==> src/rtl/dmem_pkg.sv <==
// dmem_pkg
// Shared definitions for the data-memory arbiter and its testbench.
//   MEM_WORDS_DEFAULT : default memory depth in 32-bit words
//   req_id_t          : which requester (if any) owns the memory this cycle
//   rsp_t             : one requester's registered response (rvalid, err, rdata)
//   addr_ok()         : true when a byte address is word aligned and inside memory
package dmem_pkg;

    localparam int MEM_WORDS_DEFAULT = 256;

    typedef enum logic [1:0] {
        REQ_NONE,
        REQ_CORE,
        REQ_DMA
    } req_id_t;

    typedef struct packed {
        logic        rvalid;
        logic        err;
        logic [31:0] rdata;
    } rsp_t;

    // The limit is computed in 34 bits so MEM_WORDS*4 cannot wrap for large depths.
    function automatic logic addr_ok(input logic [31:0] addr, input int words);
        logic [33:0] limit;
        limit = 34'(words) << 2;
        return (addr[1:0] == 2'b00) && ({2'b00, addr} < limit);
    endfunction

endpackage

==> src/rtl/dmem_addr_check.sv <==
// dmem_addr_check
// Combinational screen for one byte address.
// Ports:
//   addr     in  32       : byte address of the granted access
//   err      out 1        : address misaligned or beyond the end of memory
//   word_idx out IDX_W    : word index addr[IDX_W+1:2]
module dmem_addr_check
    import dmem_pkg::*;
#(
    parameter int MEM_WORDS = MEM_WORDS_DEFAULT,
    localparam int IDX_W    = $clog2(MEM_WORDS)
) (
    input  logic [31:0]      addr,
    output logic             err,
    output logic [IDX_W-1:0] word_idx
);

    assign err      = !addr_ok(addr, MEM_WORDS);
    assign word_idx = addr[IDX_W+1:2];

endmodule

==> src/rtl/dmem_arbiter.sv <==
// dmem_arbiter
// Shares a single-port, word-addressed data memory between the core load/store
// path and a DMA port. One access is granted per cycle: the core has priority,
// but a DMA request that has been refused MAX_WAIT consecutive cycles wins the
// next contention. Misaligned or out-of-range accesses are granted and answered
// with an error but never strobe the memory.
// Ports:
//   clk, rst_n                     : clock (rising edge), async active-low reset
//   core_req/we/addr/wdata         : core request
//   core_gnt                       : core request accepted this cycle (combinational)
//   core_rvalid/err/rdata          : core response, one cycle after the grant
//   dma_*                          : same set for the DMA requester
//   MemRead, MemWrite              : memory strobes
//   mem_addr, mem_write_data       : memory address / write data (0 when idle)
//   mem_read_data                  : combinational read data from memory
module dmem_arbiter
    import dmem_pkg::*;
#(
    parameter int MEM_WORDS = MEM_WORDS_DEFAULT,
    parameter int MAX_WAIT  = 4
) (
    input  logic        clk,
    input  logic        rst_n,

    input  logic        core_req,
    input  logic        core_we,
    input  logic [31:0] core_addr,
    input  logic [31:0] core_wdata,
    output logic        core_gnt,
    output logic        core_rvalid,
    output logic        core_err,
    output logic [31:0] core_rdata,

    input  logic        dma_req,
    input  logic        dma_we,
    input  logic [31:0] dma_addr,
    input  logic [31:0] dma_wdata,
    output logic        dma_gnt,
    output logic        dma_rvalid,
    output logic        dma_err,
    output logic [31:0] dma_rdata,

    output logic        MemRead,
    output logic        MemWrite,
    output logic [31:0] mem_addr,
    output logic [31:0] mem_write_data,
    input  logic [31:0] mem_read_data
);

    localparam int         IDX_W      = $clog2(MEM_WORDS);
    localparam logic [3:0] MAX_WAIT_C = 4'(MAX_WAIT);

    req_id_t          gnt_id;
    logic             gnt_we;
    logic [31:0]      gnt_addr;
    logic [31:0]      gnt_wdata;
    logic             any_gnt;
    logic             chk_err;
    logic             acc_err;
    logic [IDX_W-1:0] word_idx;
    logic             unused_word_idx;

    logic [3:0]       starve_q, starve_d;
    rsp_t             granted_rsp;
    rsp_t             core_rsp_q, core_rsp_d;
    rsp_t             dma_rsp_q, dma_rsp_d;

    // DMA wins when it is alone or when it has been starved for MAX_WAIT cycles.
    always_comb begin
        gnt_id = REQ_NONE;
        if (dma_req && (!core_req || starve_q == MAX_WAIT_C)) begin
            gnt_id = REQ_DMA;
        end else if (core_req) begin
            gnt_id = REQ_CORE;
        end
    end

    assign core_gnt = (gnt_id == REQ_CORE);
    assign dma_gnt  = (gnt_id == REQ_DMA);
    assign any_gnt  = (gnt_id != REQ_NONE);

    // Granted request's fields; all zero when nobody owns the memory.
    always_comb begin
        gnt_we    = 1'b0;
        gnt_addr  = 32'h0;
        gnt_wdata = 32'h0;
        case (gnt_id)
            REQ_CORE: begin
                gnt_we    = core_we;
                gnt_addr  = core_addr;
                gnt_wdata = core_wdata;
            end
            REQ_DMA: begin
                gnt_we    = dma_we;
                gnt_addr  = dma_addr;
                gnt_wdata = dma_wdata;
            end
            default: ;
        endcase
    end

    dmem_addr_check #(
        .MEM_WORDS (MEM_WORDS)
    ) u_addr_check (
        .addr     (gnt_addr),
        .err      (chk_err),
        .word_idx (word_idx)
    );

    // The memory decodes its own word index from mem_addr; the checker's index
    // output is not needed here.
    assign unused_word_idx = ^word_idx;

    assign acc_err        = any_gnt && chk_err;
    assign MemRead        = any_gnt && !gnt_we && !acc_err;
    assign MemWrite       = any_gnt &&  gnt_we && !acc_err;
    assign mem_addr       = gnt_addr;
    assign mem_write_data = gnt_wdata;

    // Both ports capture the same response image; only the granted one keeps it.
    always_comb begin
        granted_rsp.rvalid = 1'b1;
        granted_rsp.err    = acc_err;
        granted_rsp.rdata  = MemRead ? mem_read_data : 32'h0;
        core_rsp_d         = core_gnt ? granted_rsp : '0;
        dma_rsp_d          = dma_gnt  ? granted_rsp : '0;
    end

    // A withdrawn or served DMA request restarts the starvation count.
    always_comb begin
        starve_d = starve_q;
        if (!dma_req || dma_gnt) begin
            starve_d = 4'h0;
        end else if (starve_q != MAX_WAIT_C) begin
            starve_d = starve_q + 4'h1;
        end
    end

    always_ff @(posedge clk or negedge rst_n) begin
        if (!rst_n) begin
            starve_q   <= 4'h0;
            core_rsp_q <= '0;
            dma_rsp_q  <= '0;
        end else begin
            starve_q   <= starve_d;
            core_rsp_q <= core_rsp_d;
            dma_rsp_q  <= dma_rsp_d;
        end
    end

    assign core_rvalid = core_rsp_q.rvalid;
    assign core_err    = core_rsp_q.err;
    assign core_rdata  = core_rsp_q.rdata;
    assign dma_rvalid  = dma_rsp_q.rvalid;
    assign dma_err     = dma_rsp_q.err;
    assign dma_rdata   = dma_rsp_q.rdata;

endmodule

==> config.mk <==
export PLATFORM = sky130hd
export DESIGN_NAME = dmem_arbiter
export DESIGN_NICKNAME = d
export VERILOG_FILES = /design/src/rtl/dmem_pkg.sv /design/src/rtl/dmem_addr_check.sv /design/src/rtl/dmem_arbiter.sv
export SDC_FILE = /design/constraint.sdc
export NUM_CORES = 1
export LEC_CHECK = 0
export CAP_MARGIN = 20
export CORE_ASPECT_RATIO = 0.5
export CORE_MARGIN = 2
export CORE_UTILIZATION = 35
export DETAILED_ROUTE_END_ITERATION = 16
export PLACE_DENSITY = 0.92
export SLEW_MARGIN = 20
export SYNTH_ARGS = -nofsm -noshare
export SYNTH_HDL_FRONTEND = slang
export SYNTH_SLANG_ARGS = --single-unit
==> constraint.sdc <==
create_clock -name clk -period 4.23 [get_ports clk]
set_clock_uncertainty 0.05 [all_clocks]
set_input_delay 0.6345 -clock clk [delete_from_list [all_inputs] [get_ports clk]]
set_output_delay 0.6345 -clock clk [all_outputs]
set_load 0.02 [all_outputs]
==> load_flow_metrics.sql <==
INSERT INTO impl_metrics (metric_group, metric, value, unit) VALUES
('detailed_routing', 'antenna_violating_nets_post_route', '0', ''),
('floorplan', 'die_width', '147', 'um'),
('placement', 'buffer_ports.inserted', '301', ''),
('clock_tree', 'cts_post_setup_buffers_inserted', '0', ''),
('setup_path', 'critical_path_s_most_frequent_cell', 'clkdlybuf4s50_1', ''),
('floorplan', 'ios', '302', ''),
('sta', 'timing_hold_violations_final', '0', ''),
('setup_path', 'worst-path-max-fanout', '3', ''),
('clock_tree', 'tritoncts', 'done', ''),
('power', 'total_leakage_power', '3.39', 'nW'),
('synthesis', 'count_of_flip_flops_with_a_built_in_enable_after_synthesis', '0', ''),
('synthesis', 'mappedNetlistNets', '582', ''),
('sta', 'final_min_period_over_clock_period', '0.990', ''),
('synthesis', 'ys_seq_elements', '72', ''),
('sta', 'report.final.setup_viol', '0', ''),
('setup_path', 'timing.critical_path.arrival', '3.50', 'ns'),
('clock_tree', 'clk_path_buf_depth', '2', ''),
('clock_tree', 'ctsHtreeMaxLevel', '3', ''),
('clock_tree', 'cts-hold-fix-buffers', '0', ''),
('floorplan', 'core', '9670', 'um2'),
('sta', 'timing_worst_slew_pin_value', '0.814', 'ns'),
('synthesis', 'synthArstFlopShare', '1.00', ''),
('global_route', 'first_pass_grt_wire_length', '22000', 'um'),
('finish', 'mostFrequentLayoutCell', 'clkdlybuf4s50_1', ''),
('detailed_routing', 'route.detailed.drc', '0', ''),
('placement', 'post_detailed_placement_half_perimeter_wirelength', '11600', 'um'),
('setup_path', 'critPathCaptureType', 'output pin', ''),
('setup_path', 'worst-setup-path-type', 'input pin to output pin', ''),
('global_route', 'grt_residual_overflow', '0', ''),
('detailed_routing', 'total_wirelength_of_the_detailed_routed_design', '15000', 'um'),
('floorplan', 'fp.dieH', '75.3', 'um'),
('setup_path', 'worst-path-buf-inv', '2', ''),
('sta', 'slew_headroom', '0.457', ''),
('job', 'drv_cap', '0', ''),
('detailed_routing', 'detailedRoute.firstIterationViolations', '242', ''),
('finish', 'layout.cells.most_common_list', 'clkdlybuf4s50_1 (299), nand2_1 (128), dfrtp_1 (72)', ''),
('clock_tree', 'cts.reportedPaths.clkPinSlew', '0.06', 'ns'),
('setup_path', 'cp_top_family', 'simple AND/OR/NAND/NOR gates', ''),
('placement', 'routability_congestion_estimate_from_global_placement', '0.891', ''),
('sta', 'totalNegativeSetupSlack', '0', 'ns'),
('setup_path', 'timing.critical_path.from_type', 'input pin', ''),
('floorplan', 'design.die.area', '11000', 'um2'),
('synthesis', 'yosysSeqAreaShare', '0.506', ''),
('floorplan', 'std_cell_rows', '25', ''),
('synthesis', 'ys.flop_type', 'dfrtp_1', ''),
('sta', 'timing_max_transition_violations_final', '0', ''),
('synthesis', 'synth_area', '3560', 'um2'),
('global_route', 'number_of_antenna_violations_at_the_first_check_in_global_routing', '0', ''),
('hold_path', 'hp-class', 'input pin to asynchronous set/reset pin', ''),
('sta', 'fmax', '239', 'MHz'),
('setup_path', 'worstPathRequired', '3.55', 'ns'),
('synthesis', 'ys.warnings.count', '0', ''),
('global_route', 'via_count_of_the_first_global_routing_pass', '4058', ''),
('setup_path', 'worstReg2RegStart', 'starve_q[0]', ''),
('detailed_routing', 'avgRoutedWirePerCell', '17.8', 'um'),
('power', 'power.density', '288', 'nW/um2'),
('floorplan', 'initial_core_util', '0.368', ''),
('clock_tree', 'clock_latency', '0.32', 'ns'),
('sta', 'period_minus_slack', '4.19', 'ns'),
('finish', 'layout_cells_sized_above_1', '0.0426', ''),
('setup_path', 'critPathMaxStageDelay', '0.70', 'ns'),
('setup_path', 'cpMaxStageDelayCell', 'clkdlybuf4s50_1', ''),
('finish', 'finish.net_count', '868', ''),
('power', 'max-vdd-ir-drop', '0.263', 'mV'),
('setup_path', 'worst_reg2reg_path_depth', '8', ''),
('clock_tree', 'cts_buffers', '9', ''),
('finish', 'area_delta_synth_final', '95.8', '%'),
('synthesis', 'syn-mean-instance-area', '8.60', 'um2'),
('clock_tree', 'clock-root-buffer', 'clkbuf_16', ''),
('setup_path', 'worst_r2r_endpoint', 'dma_rdata[22]', ''),
('run_status', 'outcome', 'finished, final reports clean', '');
[layer usage]
metal,vias up,global-route usage,wire [um]
met5,-,0,0
met4,0,0.0971,466
met3,34,0.0539,964
met2,188,0.476,7540
met1,1917,0.316,5980
li1,1972,-,-
[cell usage after synthesis, types with 2 or more instances]
master	instances	area share
a21o_1	2	0.0042
a21oi_1	2	0.0028
and3_1	66	0.12
buf_2	9	0.013
buf_4	4	0.0084
buf_6	4	0.013
clkbuf_1	17	0.018
dfrtp_1	72	0.51
ha_1	2	0.0070
inv_1	4	0.0042
nand2_1	128	0.13
nand3_1	66	0.093
nor2_1	5	0.0053
nor3_1	2	0.0028
nor4_1	5	0.0088
or4_1	4	0.0084
[registers in the layout, indices dropped and copies added (netlist names)]
register	count
core_err	1
core_rvalid	1
dma_rvalid	1
dma_rdata	32
core_rdata	32
dma_err	1
starve_q	4
[worst max-delay path by stage]
stage | start | endpoint | slack (ns) | cells past startpoint
after floorplan | core_addr[16] | MemWrite | 1.21 | 4
after global placement | core_addr[16] | MemRead | 0.24 | 6
after detailed placement | core_addr[16] | MemRead | 0.13 | 6
after CTS | core_addr[17] | MemRead | 0.12 | 6
after global routing | core_addr[16] | MemRead | 0.04 | 6
final | core_addr[17] | MemRead | 0.04 | 6
[cell families (layout without fill, tap and decap cells)]
kind of cell	after synthesis	after routing	share of synthesized area
AND/OR/NAND/NOR	289	289	0.400
flip-flops	72	72	0.506
buffers and inverters	39	330	0.0569
AO/OA/AOI/OAI	10	10	0.0246
adder cells (fa/ha/maj)	2	2	0.00703
XOR/XNOR	2	2	0.00492
[stage by stage]
stage               power, mW   util  hold slack [ns]  instance area, um2  instances
floorplan               0.854      -            0.289                3560        414
global route             2.08  0.721            0.300                6970        840
CTS                      2.02  0.721            0.452                6970        840
global placement         1.15  0.685            0.431                6620        824
finish                   2.00  0.721            0.251                6970        840
detailed placement       1.15  0.685            0.464                6620        824
[layout make-up]
class / count / area, um2
sequential: 72 / 1800
multi-input combinational: 303 / 1560
clock buffer: 10 / 229
inverter: 4 / 15.0
tap: 135 / 169
clock inverter: 6 / 115
fill: 709 / 2700
timing repair buffer: 310 / 3090
[power by group]
group,total [mW],internal (mW),switching [mW]
sequential,0.694,0.692,0.00163
combinational,0.450,0.248,0.203
clock,0.861,0.580,0.281
total,2.00,1.52,0.485
Power figures use the tool's default switching activity.
